**src/rtl/irq_controller.sv**
```systemverilog
// irq_controller: memory-mapped interrupt aggregator.
//   Latches per-source events into PENDING (level or rising-edge mode per
//   source), masks them with ENABLE and drives one registered irq line.
//   VECTOR reports the lowest-index enabled pending source.
// Ports:
//   clk, reset   - system clock, asynchronous active-high reset
//   select       - bus select; rdata is 0 when deasserted
//   addr         - word address (0 RAW, 1 PENDING, 2 ENABLE, 3 EDGE, 4 VECTOR)
//   we, wdata    - byte-lane write enables and write data
//   rdata        - combinational read data
//   src          - interrupt sources, synchronous to clk, active high
//   irq          - registered interrupt request

// Per-source state: input delay, pending, enable and edge-mode bits.
module irq_src_cell #(
    parameter logic EDGE_INIT = 1'b0
) (
    input  logic clk,
    input  logic reset,
    input  logic src,
    input  logic wbit,       // write data bit for this source
    input  logic en_wr,      // ENABLE write strobe (lane qualified)
    input  logic edge_wr,    // EDGE write strobe (lane qualified)
    input  logic clr_wr,     // PENDING write strobe (lane qualified)
    output logic pending,
    output logic enable,
    output logic edge_mode
);
    logic src_d;

    always_ff @(posedge clk or posedge reset) begin
        if (reset) begin
            src_d     <= 1'b0;
            pending   <= 1'b0;
            enable    <= 1'b0;
            edge_mode <= EDGE_INIT;
        end else begin
            src_d <= src;
            if (en_wr)   enable    <= wbit;
            if (edge_wr) edge_mode <= wbit;
            // Mode in effect is the pre-write value, so a mode change
            // only alters pending behaviour from the following edge.
            if (!edge_mode)
                pending <= src;
            else if (src && !src_d)
                pending <= 1'b1;          // a new rise beats a same-cycle clear
            else if (clr_wr && wbit)
                pending <= 1'b0;
        end
    end
endmodule

module irq_controller #(
    parameter int          NSRC       = 8,
    parameter logic [31:0] EDGE_RESET = 32'h0
) (
    input  logic            clk,
    input  logic            reset,
    input  logic            select,
    input  logic [2:0]      addr,
    input  logic [3:0]      we,
    input  logic [31:0]     wdata,
    output logic [31:0]     rdata,
    input  logic [NSRC-1:0] src,
    output logic            irq
);
    logic [NSRC-1:0] pending;
    logic [NSRC-1:0] enable;
    logic [NSRC-1:0] edge_mode;
    logic [NSRC-1:0] active;
    logic            sel_pend;
    logic            sel_en;
    logic            sel_edge;

    assign sel_pend = select && (addr == 3'd1);
    assign sel_en   = select && (addr == 3'd2);
    assign sel_edge = select && (addr == 3'd3);

    for (genvar i = 0; i < NSRC; i++) begin : g_src
        irq_src_cell #(.EDGE_INIT(EDGE_RESET[i])) u_cell (
            .clk       (clk),
            .reset     (reset),
            .src       (src[i]),
            .wbit      (wdata[i]),
            .en_wr     (sel_en   && we[i/8]),
            .edge_wr   (sel_edge && we[i/8]),
            .clr_wr    (sel_pend && we[i/8]),
            .pending   (pending[i]),
            .enable    (enable[i]),
            .edge_mode (edge_mode[i])
        );
    end

    assign active = pending & enable;

    always_ff @(posedge clk or posedge reset) begin
        if (reset) irq <= 1'b0;
        else       irq <= |active;
    end

    // Lowest index wins: scan downward so the last hit is the smallest.
    logic       vec_valid;
    logic [4:0] vec_idx;
    always_comb begin
        vec_valid = 1'b0;
        vec_idx   = '0;
        for (int i = NSRC - 1; i >= 0; i--) begin
            if (active[i]) begin
                vec_valid = 1'b1;
                vec_idx   = 5'(i);
            end
        end
    end

    always_comb begin
        rdata = '0;
        if (select) begin
            case (addr)
                3'd0:    rdata = 32'(src);
                3'd1:    rdata = 32'(pending);
                3'd2:    rdata = 32'(enable);
                3'd3:    rdata = 32'(edge_mode);
                3'd4:    rdata = vec_valid ? {1'b1, 26'd0, vec_idx} : 32'd0;
                default: rdata = '0;
            endcase
        end
    end
endmodule
```
**config.mk**
```make
export PLATFORM = sky130hd
export DESIGN_NAME = irq_controller
export DESIGN_NICKNAME = d
export VERILOG_FILES = /design/src/rtl/irq_controller.sv
export SDC_FILE = /design/constraint.sdc
export NUM_CORES = 1
export LEC_CHECK = 0
export BUFFER_PORTS_ARGS = -buffer_cell sky130_fd_sc_hd__buf_2
export CAP_MARGIN = 10
export CORE_ASPECT_RATIO = 1.2
export CORE_MARGIN = 3
export CORE_UTILIZATION = 38
export CTS_BUF_LIST = sky130_fd_sc_hd__clkbuf_4 sky130_fd_sc_hd__clkbuf_8
export DETAILED_ROUTE_END_ITERATION = 12
export GPL_TIMING_DRIVEN = 0
export PLACE_DENSITY = 0.67
export SYNTH_ARGS = -nofsm -noshare
export SYNTH_HDL_FRONTEND = slang
export SYNTH_HIERARCHICAL = 1
export SYNTH_SLANG_ARGS = --single-unit
```
**constraint.sdc**
```tcl
create_clock -name clk -period 1.04 [get_ports clk]
set_input_delay 0.052 -clock clk [delete_from_list [all_inputs] [get_ports clk]]
set_output_delay 0.052 -clock clk [all_outputs]
set_load 0.02 [all_outputs]
```
---- After elaboration in Yosys (flattened, before gate mapping) ----
Index checks and enable logic that the tools add are counted.
storage, ports and cells
  bits of input ports ..................... 50
  latch bits .............................. 0
  memories kept ........................... 0
  word-level logic and storage cells ...... 121
  memory bits (read-only) ................. 0
  flip-flop bits (word level) ............. 33
  output and inout bits ................... 33
  RAM bits ................................ 0
cells by class
  mux-type cells .......................... 43
  equality and inequality tests ........... 12
  $mul .................................... 0
  add/subtract/negate cells ............... 0
  bitwise logic cells ..................... 1
  reduce and logical (&&, ||, !) cells .... 32
  divide/modulo/power cells ............... 0
  shift operators ......................... 0
  magnitude comparators ................... 0
operator list
  operator              number
  $pmux W32 S5          1
  $mux W32              2
  $mux W5               7
  $mux W1               32
  $ne A3 B3 Y1 const B  8
  $logic_and A1 B1 Y1   22
  $and A8 B8 Y8         1
  $logic_not A1 Y1      8
  $reduce_or A8 Y1      1
  $eq A3 B2 Y1 const B  2
  $eq A3 B1 Y1 const B  1
  $eq A3 B3 Y1 const B  1
  $logic_not A3 Y1      1
  $mux W3               1

---- Depth between registers and ports, before layout ----
  depth in word-level cells ............... 12
  mapped depth ............................ 5
  depth with buffers taken out ............ 4

---- Cells and area by module ----
Netlist, hierarchy kept.
by module, submodules not included
  module          area each (µm²)  sequential area each (µm²)  cells an instance  instances
  irq_src_cell    143.9            100.1                       10                 8
  irq_controller  668.1            25.0                        88                 1

---- Least setup slack after synthesis ----
No wires, ideal clock.
  kind .................................... input -> register
  from .................................... input port addr[0]
  to ...................................... register g_src[0].u_cell.edge_mode
  stages .................................. 4
  slack ................................... -0.500 ns
  path buffers ............................ 1
  arrival ................................. 1.415 ns
  data required time ...................... 0.915 ns
  library setup time ...................... 0.125 ns
  cells stage by stage .................... buf_2 nand3_1 nor3b_1 mux2_2
between the ends
  longest elaborated chain between the ends .. 3
RTL lines
  what                  RTL line  RTL
  start, declared       60        input logic [2:0] addr,
  $eq A3 B2 Y1          77        assign sel_edge = select && (addr == 3'd3);
  $logic_and A1 B1 Y1   77
  $logic_and A1 B1 Y1   86        .edge_wr (sel_edge && we[i/8]),
  end signal, assigned  40        if (edge_wr) edge_mode <= wbit;
  end, declared         27        output logic edge_mode
Every way passes these cells.
A chain may end at the register's enable or synchronous reset.

---- Final worst setup path ----
  from .................................... register g_src[1].u_cell.edge_mode
  to ...................................... output port rdata[1]
between the ends
  longest elaborated chain between the ends .. 2
RTL lines
  what                    RTL line  RTL
  start, declared         27
  start signal, assigned  40
  $pmux W32 S5            118       case (addr)
  $mux W32                117       if (select) begin
  end, declared           63        output logic [31:0] rdata,
Every way passes these cells.

==> reports/results.tsv <==
stage	metric	value	unit
min_path	Hold Path End	g_src[2].u_cell/pending$_DFFE_PP0P_	
pwr	Max rail drop VDD	1.14	mV
placement	post-DP HPWL	3040	µm
die	Initial Utilization	0.411	
clocking	TritonCTS clock tree	yes	
setup_path	crit path cell chain	mux4_2 > a32oi_2 > nor2_2 > buf_6	
die	Die ar.	0.00566	mm²
placement	# port buffers	30	
clocking	Num CTS Buffers	5	
setup_path	Reg-to-Reg Start	g_src[7].u_cell/pending$_DFFE_PP0P_	
synth	mean post-synth cell area	10.8	µm²
sta	RSZ-0062 raised after global routing	yes	
clocking	CTS Sinks	33	
synth	Post-Syn Area	0.00182	mm²
synth	yosys warns	6	
outcome	failing checks	setup timing	
drt	DRT iter0 DRCs	66	
synth	multiplexer share of the synthesized area	0.195	
clocking	Root Buffer Master	clkbuf_8	
cells_and_area	NumNets Final	303	
synth	adder-cell share of the synthesized area	0	
setup_path	critical path arrival	1590	ps
die	I/O pin count	83	
cells_and_area	Finished Core Util	0.617	
pwr	Power, Total	4.22	mW
cells_and_area	Layout area overhead	50.1	%
drt	via count	1489	
die	core area	0.00442	mm²
outcome	status	complete, but fails checks	
synth	XOR/XNOR share of the synthesized area	0	
setup_path	setup slack, reg-to-reg	-160	ps
synth	Unique masters post-synth	29	
placement	worst slack, placed	-388	ps
sta	setup_tns	-4040	ps
setup_path	Worst Setup End Kind	primary output	
global_routing	initial antenna violation count	0	
clocking	Clock Latency Late Sink	280	ps
global_routing	Total Routing Usage GR	0.160	
setup_path	CP max stage cell	mux4_2	
die	die outline width	69.2	µm
drt	Via-to-Cell Ratio	4.80	
sta	skew final	1.90	ps
setup_path	Reg-to-Reg End	irq$_DFF_PP0_	
cells_and_area	layout cells sized above 1	0.504	
drt	DR DRC count	0	
cells_and_area	ANT cells	0	
synth	Compound-Gate Fraction of Synth Area	0.108	
drt	wire length per cell	14.0	µm
global_routing	first-pass GRT wire length	6940	µm
setup_path	worst r2r path cells	5	
drt	post-route ant nets	0	
flow_run	Max-cap violations	0	
drt	Pre-antenna DRT Iters	4	
placement	DP Cell Count	276	
synth	Seq cells post-synth	33	
setup_path	crit-path leading delay family	multiplexers	
setup_path	crit start category	flop	
sta	minimum clock period	1650	ps
die	row count	26	
pwr	Cell Pwr Density	1540	mW/mm²
min_path	Hold Crit Start	src[2]	
synth	Seq/Total Area, Yosys	0.454	
global_routing	vias in the first global route	1457	
clocking	clk buf depth	2	
clocking	H-tree Lvls	2	
setup_path	max incr delay on CP	500	ps
sta	final hold violations	0	
sta	ratio of final minimum period to clock period	1.58	
cells_and_area	commonest non-fill, non-tap cell in the layout	buf_4	
setup_path	worst path required time	990	ps
drt	WL final	4340	µm
synth	largest family of logic cells by synthesized area	multiplexers	
cells_and_area	leading cell types in the layout, fill and taps excluded	36 x buf_4, 33 x dfrtp_1, 23 x conb_1	
setup_path	CP Class	flop to primary output	
die	Die H	81.8	µm
placement	GP Congestion	0.761	
setup_path	worst path bufs/invs	1	
setup_path	Worst Path Max Fanout	2	
global_routing	largest net degree at the start of global routing	11	
sta	maximum clock frequency	608	MHz
synth	simple-gate share of the synthesized area	0.109	
min_path	WHS Path Cells	2	
clocking	Reg clk slew, reported paths	60	ps
min_path	worst hold path class	input port to flop	
global_routing	global route overflow	0	
synth	cell count after synthesis	168	
cells_and_area	post-route insts no fill	310	
sta	Max Slew Vio Count	0	
sta	worst setup margin	-606	ps
pwr	LEAKAGE	1.30	nW
sta	# setup viols final	11	
setup_path	cell count along the critical path	4	
routing by layer:
metal | GRT usage | routed length, µm | share of wire
met1 | 0.197 | 1810 | 0.42
met2 | 0.264 | 2180 | 0.50
met3 | 0.0490 | 281 | 0.065
met4 | 0.0645 | 60 | 0.014
met5 | 0 | 0 | 0
stage by stage:
| step | hold WS (ps) | area [µm²] |
|---|---|---|
| floorplan | -219 | 2100 |
| global placement | -5.28 | 2320 |
| detailed placement | -3.33 | 2320 |
| CTS | 7.72 | 2680 |
| global route | 3.57 | 2730 |
| finish | 13.3 | 2730 |
sequential cells by signal, summed over array words and instances (netlist names):
register and flops:
g_src.u_cell/pending 8, g_src.u_cell/enable 8, irq 1, g_src.u_cell/src_d 8, g_src.u_cell/edge_mode 8
synth_stat cells:
library cell / n / area, µm²
nand4_1: 1 / 6.26
buf_2: 1 / 5.00
mux4_1: 1 / 26.3
nor3b_1: 1 / 7.51
o31ai_1: 1 / 7.51
nor2_1: 9 / 33.8
dfrtp_1: 33 / 826
nand2b_1: 1 / 6.26
mux4_2: 3 / 67.6
inv_1: 11 / 41.3
mux2i_1: 8 / 80.1
mux2_2: 16 / 180
and3_1: 2 / 12.5
nor3_1: 1 / 5.00
a21oi_1: 1 / 5.00
a32oi_1: 1 / 8.76
a32o_1: 10 / 100
or2_2: 1 / 6.26
a22o_1: 1 / 8.76
a22oi_1: 2 / 15.0
nand2_1: 24 / 90.1
buf_6: 2 / 22.5
buf_4: 23 / 173
conb_1: 1 / 3.75
o22a_1: 4 / 35.0
o21ai_0: 1 / 5.00
a31oi_1: 1 / 6.26
o21ai_1: 1 / 5.00
nand3_1: 6 / 30.0
where the power goes:
part | switching [mW] | internal (mW) | total, mW
clock network | 0.424 | 0.553 | 0.977
logic | 0.647 | 0.842 | 1.49
registers | 0.228 | 1.52 | 1.75
total | 1.30 | 2.92 | 4.22
final cells by class:
| type | instances | area, µm² |
|---|---|---|
| Buffer | 26 | 228 |
| Clock buffer | 8 | 91.3 |
| Fill cell | 379 | 1690 |
| Inverter | 11 | 41.3 |
| Multi-Input combinational cell | 120 | 1040 |
| Sequential cell | 33 | 826 |
| Tap cell | 56 | 70.1 |
| Timing Repair Buffer | 56 | 439 |
worst max path at each step:
stage	endpoint	from
6_report	rdata[1]	g_src[1].u_cell/edge_mode$_DFFE_PP0P_
3_5_place_dp	g_src[6].u_cell/edge_mode$_DFFE_PP0P_	select
5_1_grt	rdata[1]	g_src[1].u_cell/edge_mode$_DFFE_PP0P_
4_1_cts	rdata[1]	g_src[1].u_cell/edge_mode$_DFFE_PP0P_
3_3_place_gp	g_src[6].u_cell/edge_mode$_DFFE_PP0P_	select
2_1_floorplan	rdata[1]	g_src[1].u_cell/edge_mode$_DFFE_PP0P_
cell families after synthesis:
kind of cell | after synthesis
AND/OR/NAND/NOR | 46
buffers and inverters | 37
flip-flops | 33
multiplexers | 28
AO/OA/AOI/OAI | 23
other | 1
what timing repair did:
item | in CTS | in global routing
resized for setup | 25 | 5
setup endpoints to repair | 18 | 10
pin swaps | 13 | 6
hold endpoints to repair | 41 | 0
buffers inserted | 12 | 5
hold buffers | 9 | 0
Power figures use the tool's default switching activity.
